**src/rtl/prim_subreg_pkg.sv**
```systemverilog
// Shared types for register-slice storage primitives.
// Software access policies understood by the subreg family.
package prim_subreg_pkg;

    typedef enum logic [2:0] {
        SwAccessRW,
        SwAccessWO,
        SwAccessRO,
        SwAccessW1S,
        SwAccessW1C,
        SwAccessW0C,
        SwAccessRC,
        SwAccessNone
    } sw_access_e;

endpackage

```
**src/rtl/prim_subreg_mhw.sv**
```systemverilog
// Register field storage with SW/HW write arbitration over NumHw HW ports.
// Lowest HW port index wins; same-cycle write collisions are flagged and counted.
module prim_subreg_mhw
    import prim_subreg_pkg::*;
#(
    parameter int unsigned     DW       = 32,
    parameter int unsigned     NumHw    = 2,
    parameter sw_access_e      SwAccess = SwAccessRW,
    parameter logic [DW-1:0]   RESVAL   = '0,
    parameter int unsigned     CntW     = 8
) (
    input  logic                clk_i,
    input  logic                rst_ni,
    input  logic                we,
    input  logic [DW-1:0]       wd,
    input  logic [NumHw-1:0]    de,
    input  logic [NumHw*DW-1:0] d,
    output logic                qe,
    output logic [DW-1:0]       q,
    output logic [DW-1:0]       qs,
    output logic                collision_o,
    output logic [CntW-1:0]     collision_cnt_o,
    input  logic                collision_clr_i
);

    // RO and HW-only fields never see software writes.
    localparam bit SwWr = !((SwAccess == SwAccessRO) ||
                            (SwAccess == SwAccessNone));

    logic          sw_we;
    logic          hde;
    logic          multi;
    logic [DW-1:0] hd;
    logic [DW-1:0] base;
    logic [DW-1:0] nxt;
    logic          wr_en;
    logic          coll;

    assign sw_we = SwWr ? we : 1'b0;

    // Priority-select HW data: first set enable from index 0 wins.
    always_comb begin
        logic found;
        found = 1'b0;
        hde   = 1'b0;
        multi = 1'b0;
        hd    = '0;
        for (int i = 0; i < int'(NumHw); i++) begin
            if (de[i]) begin
                hde = 1'b1;
                if (found) begin
                    multi = 1'b1;
                end else begin
                    hd    = d[i*DW +: DW];
                    found = 1'b1;
                end
            end
        end
    end

    assign base = hde ? hd : q;

    // Merge software access semantics with the selected HW value.
    always_comb begin
        wr_en = sw_we | hde;
        nxt   = hd;
        case (SwAccess)
            SwAccessRW, SwAccessWO: begin
                nxt = sw_we ? wd : hd;
            end
            SwAccessW1S: begin
                nxt = base | (sw_we ? wd : '0);
            end
            SwAccessW1C: begin
                nxt = base & (sw_we ? ~wd : '1);
            end
            SwAccessW0C: begin
                nxt = base & (sw_we ? wd : '1);
            end
            SwAccessRC: begin
                nxt = sw_we ? '0 : base;
            end
            default: begin
                wr_en = hde;
                nxt   = hd;
            end
        endcase
    end

    assign coll = (sw_we & hde) | multi;

    // Read data is the stored value, so RC returns the pre-clear value.
    assign qs = q;

    // Field storage; holds unless some writer is active.
    always_ff @(posedge clk_i) begin
        if (!rst_ni) begin
            q <= RESVAL;
        end else if (wr_en) begin
            q <= nxt;
        end
    end

    // SW write strobe aligned with the cycle q shows the write.
    always_ff @(posedge clk_i) begin
        if (!rst_ni) begin
            qe <= 1'b0;
        end else begin
            qe <= sw_we;
        end
    end

    // Collision pulse and saturating counter; clear beats a new collision.
    always_ff @(posedge clk_i) begin
        if (!rst_ni) begin
            collision_o     <= 1'b0;
            collision_cnt_o <= '0;
        end else begin
            collision_o <= coll;
            if (collision_clr_i) begin
                collision_cnt_o <= '0;
            end else if (coll && (collision_cnt_o != '1)) begin
                collision_cnt_o <= collision_cnt_o + 1'b1;
            end
        end
    end

endmodule

```
**config.mk**
```make
export PLATFORM = sky130hd
export DESIGN_NAME = prim_subreg_mhw
export DESIGN_NICKNAME = d
export VERILOG_FILES = /design/src/rtl/prim_subreg_pkg.sv /design/src/rtl/prim_subreg_mhw.sv
export SDC_FILE = /design/constraint.sdc
export NUM_CORES = 1
export LEC_CHECK = 0
export ABC_AREA = 1
export CAP_MARGIN = 20
export CORE_MARGIN = 3
export CORE_UTILIZATION = 32
export DETAILED_ROUTE_END_ITERATION = 7
export GPL_TIMING_DRIVEN = 0
export PLACE_DENSITY = 0.78
export SETUP_SLACK_MARGIN = 0.2
export SLEW_MARGIN = 20
export SYNTH_ARGS = -nofsm -noshare
export SYNTH_HDL_FRONTEND = slang
export SYNTH_SLANG_ARGS = --single-unit
```
**constraint.sdc**
```tcl
create_clock -name clk_i -period 1.2 [get_ports clk_i]
set_input_delay 0.24 -clock clk_i [delete_from_list [all_inputs] [get_ports clk_i]]
set_output_delay 0.24 -clock clk_i [all_outputs]
set_load 0.05 [all_outputs]
```
==> metrics.cfg <==
[logic_synthesis]
seq_area_frac_synth=0.336
ys.flop_type=dfxtp_1
synthTopCellsByCount=nand2_1, dfxtp_1, inv_1
synth_edf_count=0
syn_area_per_cell_um2=6.40
async_reset_ff_frac=0
syn-cell-area_um2=2500
synth.ff_latch_count=42
yosysWarningCount=0
syn-num-nets=494
synth.distinct_cells=24
synth_top_cell_area_share=0.336
yosys-top-cells-area=dfxtp_1, nand2_1, buf_4, a31oi_1, o21ai_0
synth_cells=391
yosys.area.top_type=dfxtp_1
synth_most_common_cell=nand2_1

[power_and_ir_drop]
clkPwrFrac=0.240
seqPwrFrac=0.336
power_switching_mw=1.58
p_total_mw=4.64
pwr-share-comb=0.424
peakVddDrop_mv=0.462
power.density_nw_per_um2=849
p_leak_nw=2.45
swShare=0.341
power.internal_mw=3.06

[floorplan]
dieArea_um2=8920
die_w_um=94.5
die_h_um=94.5
io_pins=176
rows=31
core_area_um2=7410
initial_core_util=0.338

[worst_hold_path]
hp-class=input port to register
holdPathEnd=q[12]
holdPathStages=3
hp-start=we

[setup_path]
required_ns=1.39
regToRegStartpoint=collision_cnt_o[1]
end_kind=register
startpoint_type=register
worst_ep_arrival_time_ns=1.46
crit_path_max_fanout=6
r2r_cells=8
startpoint=collision_cnt_o[1]
ff2ff_setup_slack_ns=-0.07
r2r_end=collision_cnt_o[3]
worstSetupPathType=register to register

[sta]
maxSlewHeadroom=0.662
worst_pin_slew_ns=0.506
fin_crit_ns=1.27
max_freq_mhz=790
final.period_utilization=1.06
final_hold_viol_count=0
grt_setup_unrepaired=yes
finClkSkew_ns=0.00110
maxSlewViolCount=0
finalWorstSetupSlack_ns=-0.0663
setup_viol_count_final=7

[drt]
vias_per_cell=4.69
first_pass_iters=4
wire_per_inst_um=14.5
drt-total-wl_mm=10.1
drc_errors=0
ant_nets=0
first_iter_violations=85
via_count=3266

[grt]
grt-ovfl-total=0
track_usage=0.215
grt_pass1_wl_mm=15.3
grt_pass1_vias=3197
grt_max_degree=14
grt_antenna_before_repair=0

[placed_design]
dp.final_hpwl_mm=6.72
place_congestion=0.846
port_buffers=173
place_inst=663

[run_status]
status=complete, but fails checks
violations=setup timing

[clock_tree]
htree_num_levels=2
clock-root-buffer=clkbuf_8
cts_max_path_buffers=2
cts_tree=built
numCtsBuffers=5
clkTransAtPathRegs_ns=0.09
clock-sinks=42
clk_latency_ns=0.30

[finish]
fin_cells=697
layout-drive-gt1-share=0.371
antennaDiodeCount=0
area_growth_pct=118
nets=700
post-route-util=0.738

[run]
drv.max_cap_violation_count=0

[cells by family after synthesis]
logic type / Yosys count / share of synthesized area
compound gates: 69 / 0.158
xor+xnor: 2 / 0.00700
fa+ha+maj: 1 / 0.00500
buf+inv: 96 / 0.207
flops: 42 / 0.336
simple gates: 181 / 0.287
[power by group through the flow]
stage	Sequential (mW)	Combinational (mW)	Clock [mW]
after CTS	1.57	1.93	1.13
after global placement	1.59	1.64	0
after detailed placement	1.59	1.65	0
after floorplan	1.86	0.677	0
after global routing	1.57	2.07	1.19
final	1.56	1.97	1.11
[critical path, stage by stage, from the launching register on]
cell and delay [ns]:
dfxtp_4 0.39, ha_4 0.16, nand2_4 0.06, nor2_4 0.13
nand2_4 0.10, nand2_8 0.11, inv_6 0.05, nand2_1 0.09
a21oi_2 0.06
[how the worst max path moves through the flow]
stage | to | cells past startpoint
after floorplan | collision_cnt_o[7] | 8
after global placement | collision_cnt_o[1] | 6
after detailed placement | collision_cnt_o[0] | 8
after CTS | collision_cnt_o[0] | 9
after global routing | collision_cnt_o[5] | 8
final | collision_cnt_o[3] | 8
[metal layers]
layer	part of all wire	routed length, µm	vias up	global-route usage
met3	0.087	884	23	0.0622
met5	0	0	-	0
met2	0.52	5300	145	0.400
met4	0.024	245	0	0.0649
li1	-	-	1612	-
met1	0.36	3680	1486	0.234
[registers in the layout, summed over array words and instances (netlist names)]
register,flops
q,32
qe,1
collision_cnt_o,8
collision_o,1
[area by class of cell]
type,instances,area [µm²]
clock buffers,5,68.8
inverters,44,175
clock inverters,3,40.0
flip-flops and latches,42,988
plain buffers,52,532
fillers,545,1940
repair buffers,199,2290
multi-input cells,253,1240
well taps,99,124
[repair_timing]
item / CTS / global route
hold endpoints to repair: 0 / 0
pin swaps: 6 / 9
endpoints found under the setup margin: 115 / 109
buffers inserted: 17 / 8
hold buffers: 0 / 0
gates resized for setup: 665 / 31
gates cloned: 0 / 1
[metrics by stage]
stage / setup slack (ns) / area [µm²] / setup TNS (ns) / hold slack (ns)
floorplan: -0.0603 / 2640 / -0.272 / 0.338
finish: -0.0663 / 5470 / -0.290 / 0.259
CTS: -0.00765 / 5310 / -0.00765 / 0.259
global route: -0.117 / 5470 / -0.792 / 0.276
detailed placement: -0.515 / 4490 / -31.59 / 0.473
global placement: -0.462 / 4490 / -29.46 / 0.471
[layout by cell type (no fill, tap or decap), types with 2 or more instances in the layout]
cell             Yosys  final
dfxtp_4              0     38
nor2_2               1      2
buf_6                4     36
nand4_1              3      3
o21ai_1              0     30
a31oi_1             32     32
nand3_2              0      2
dfxtp_2              0      4
nor2_4               0      5
clkbuf_1            11      3
nand2_1            152    148
nand3_1              5      3
clkbuf_2             0      3
clkinv_2             0      2
buf_2                1      6
inv_1               41     41
buf_8                0     75
nand2_4              1      3
nor2_1              17     11
clkbuf_8             0     10
nand2_2              1      2
clkdlybuf4s50_1      0     97
xor2_1               2      2
o21ai_0             33      3
buf_4               33     25
a21oi_1              3      2
Power figures use the tool's default switching activity.
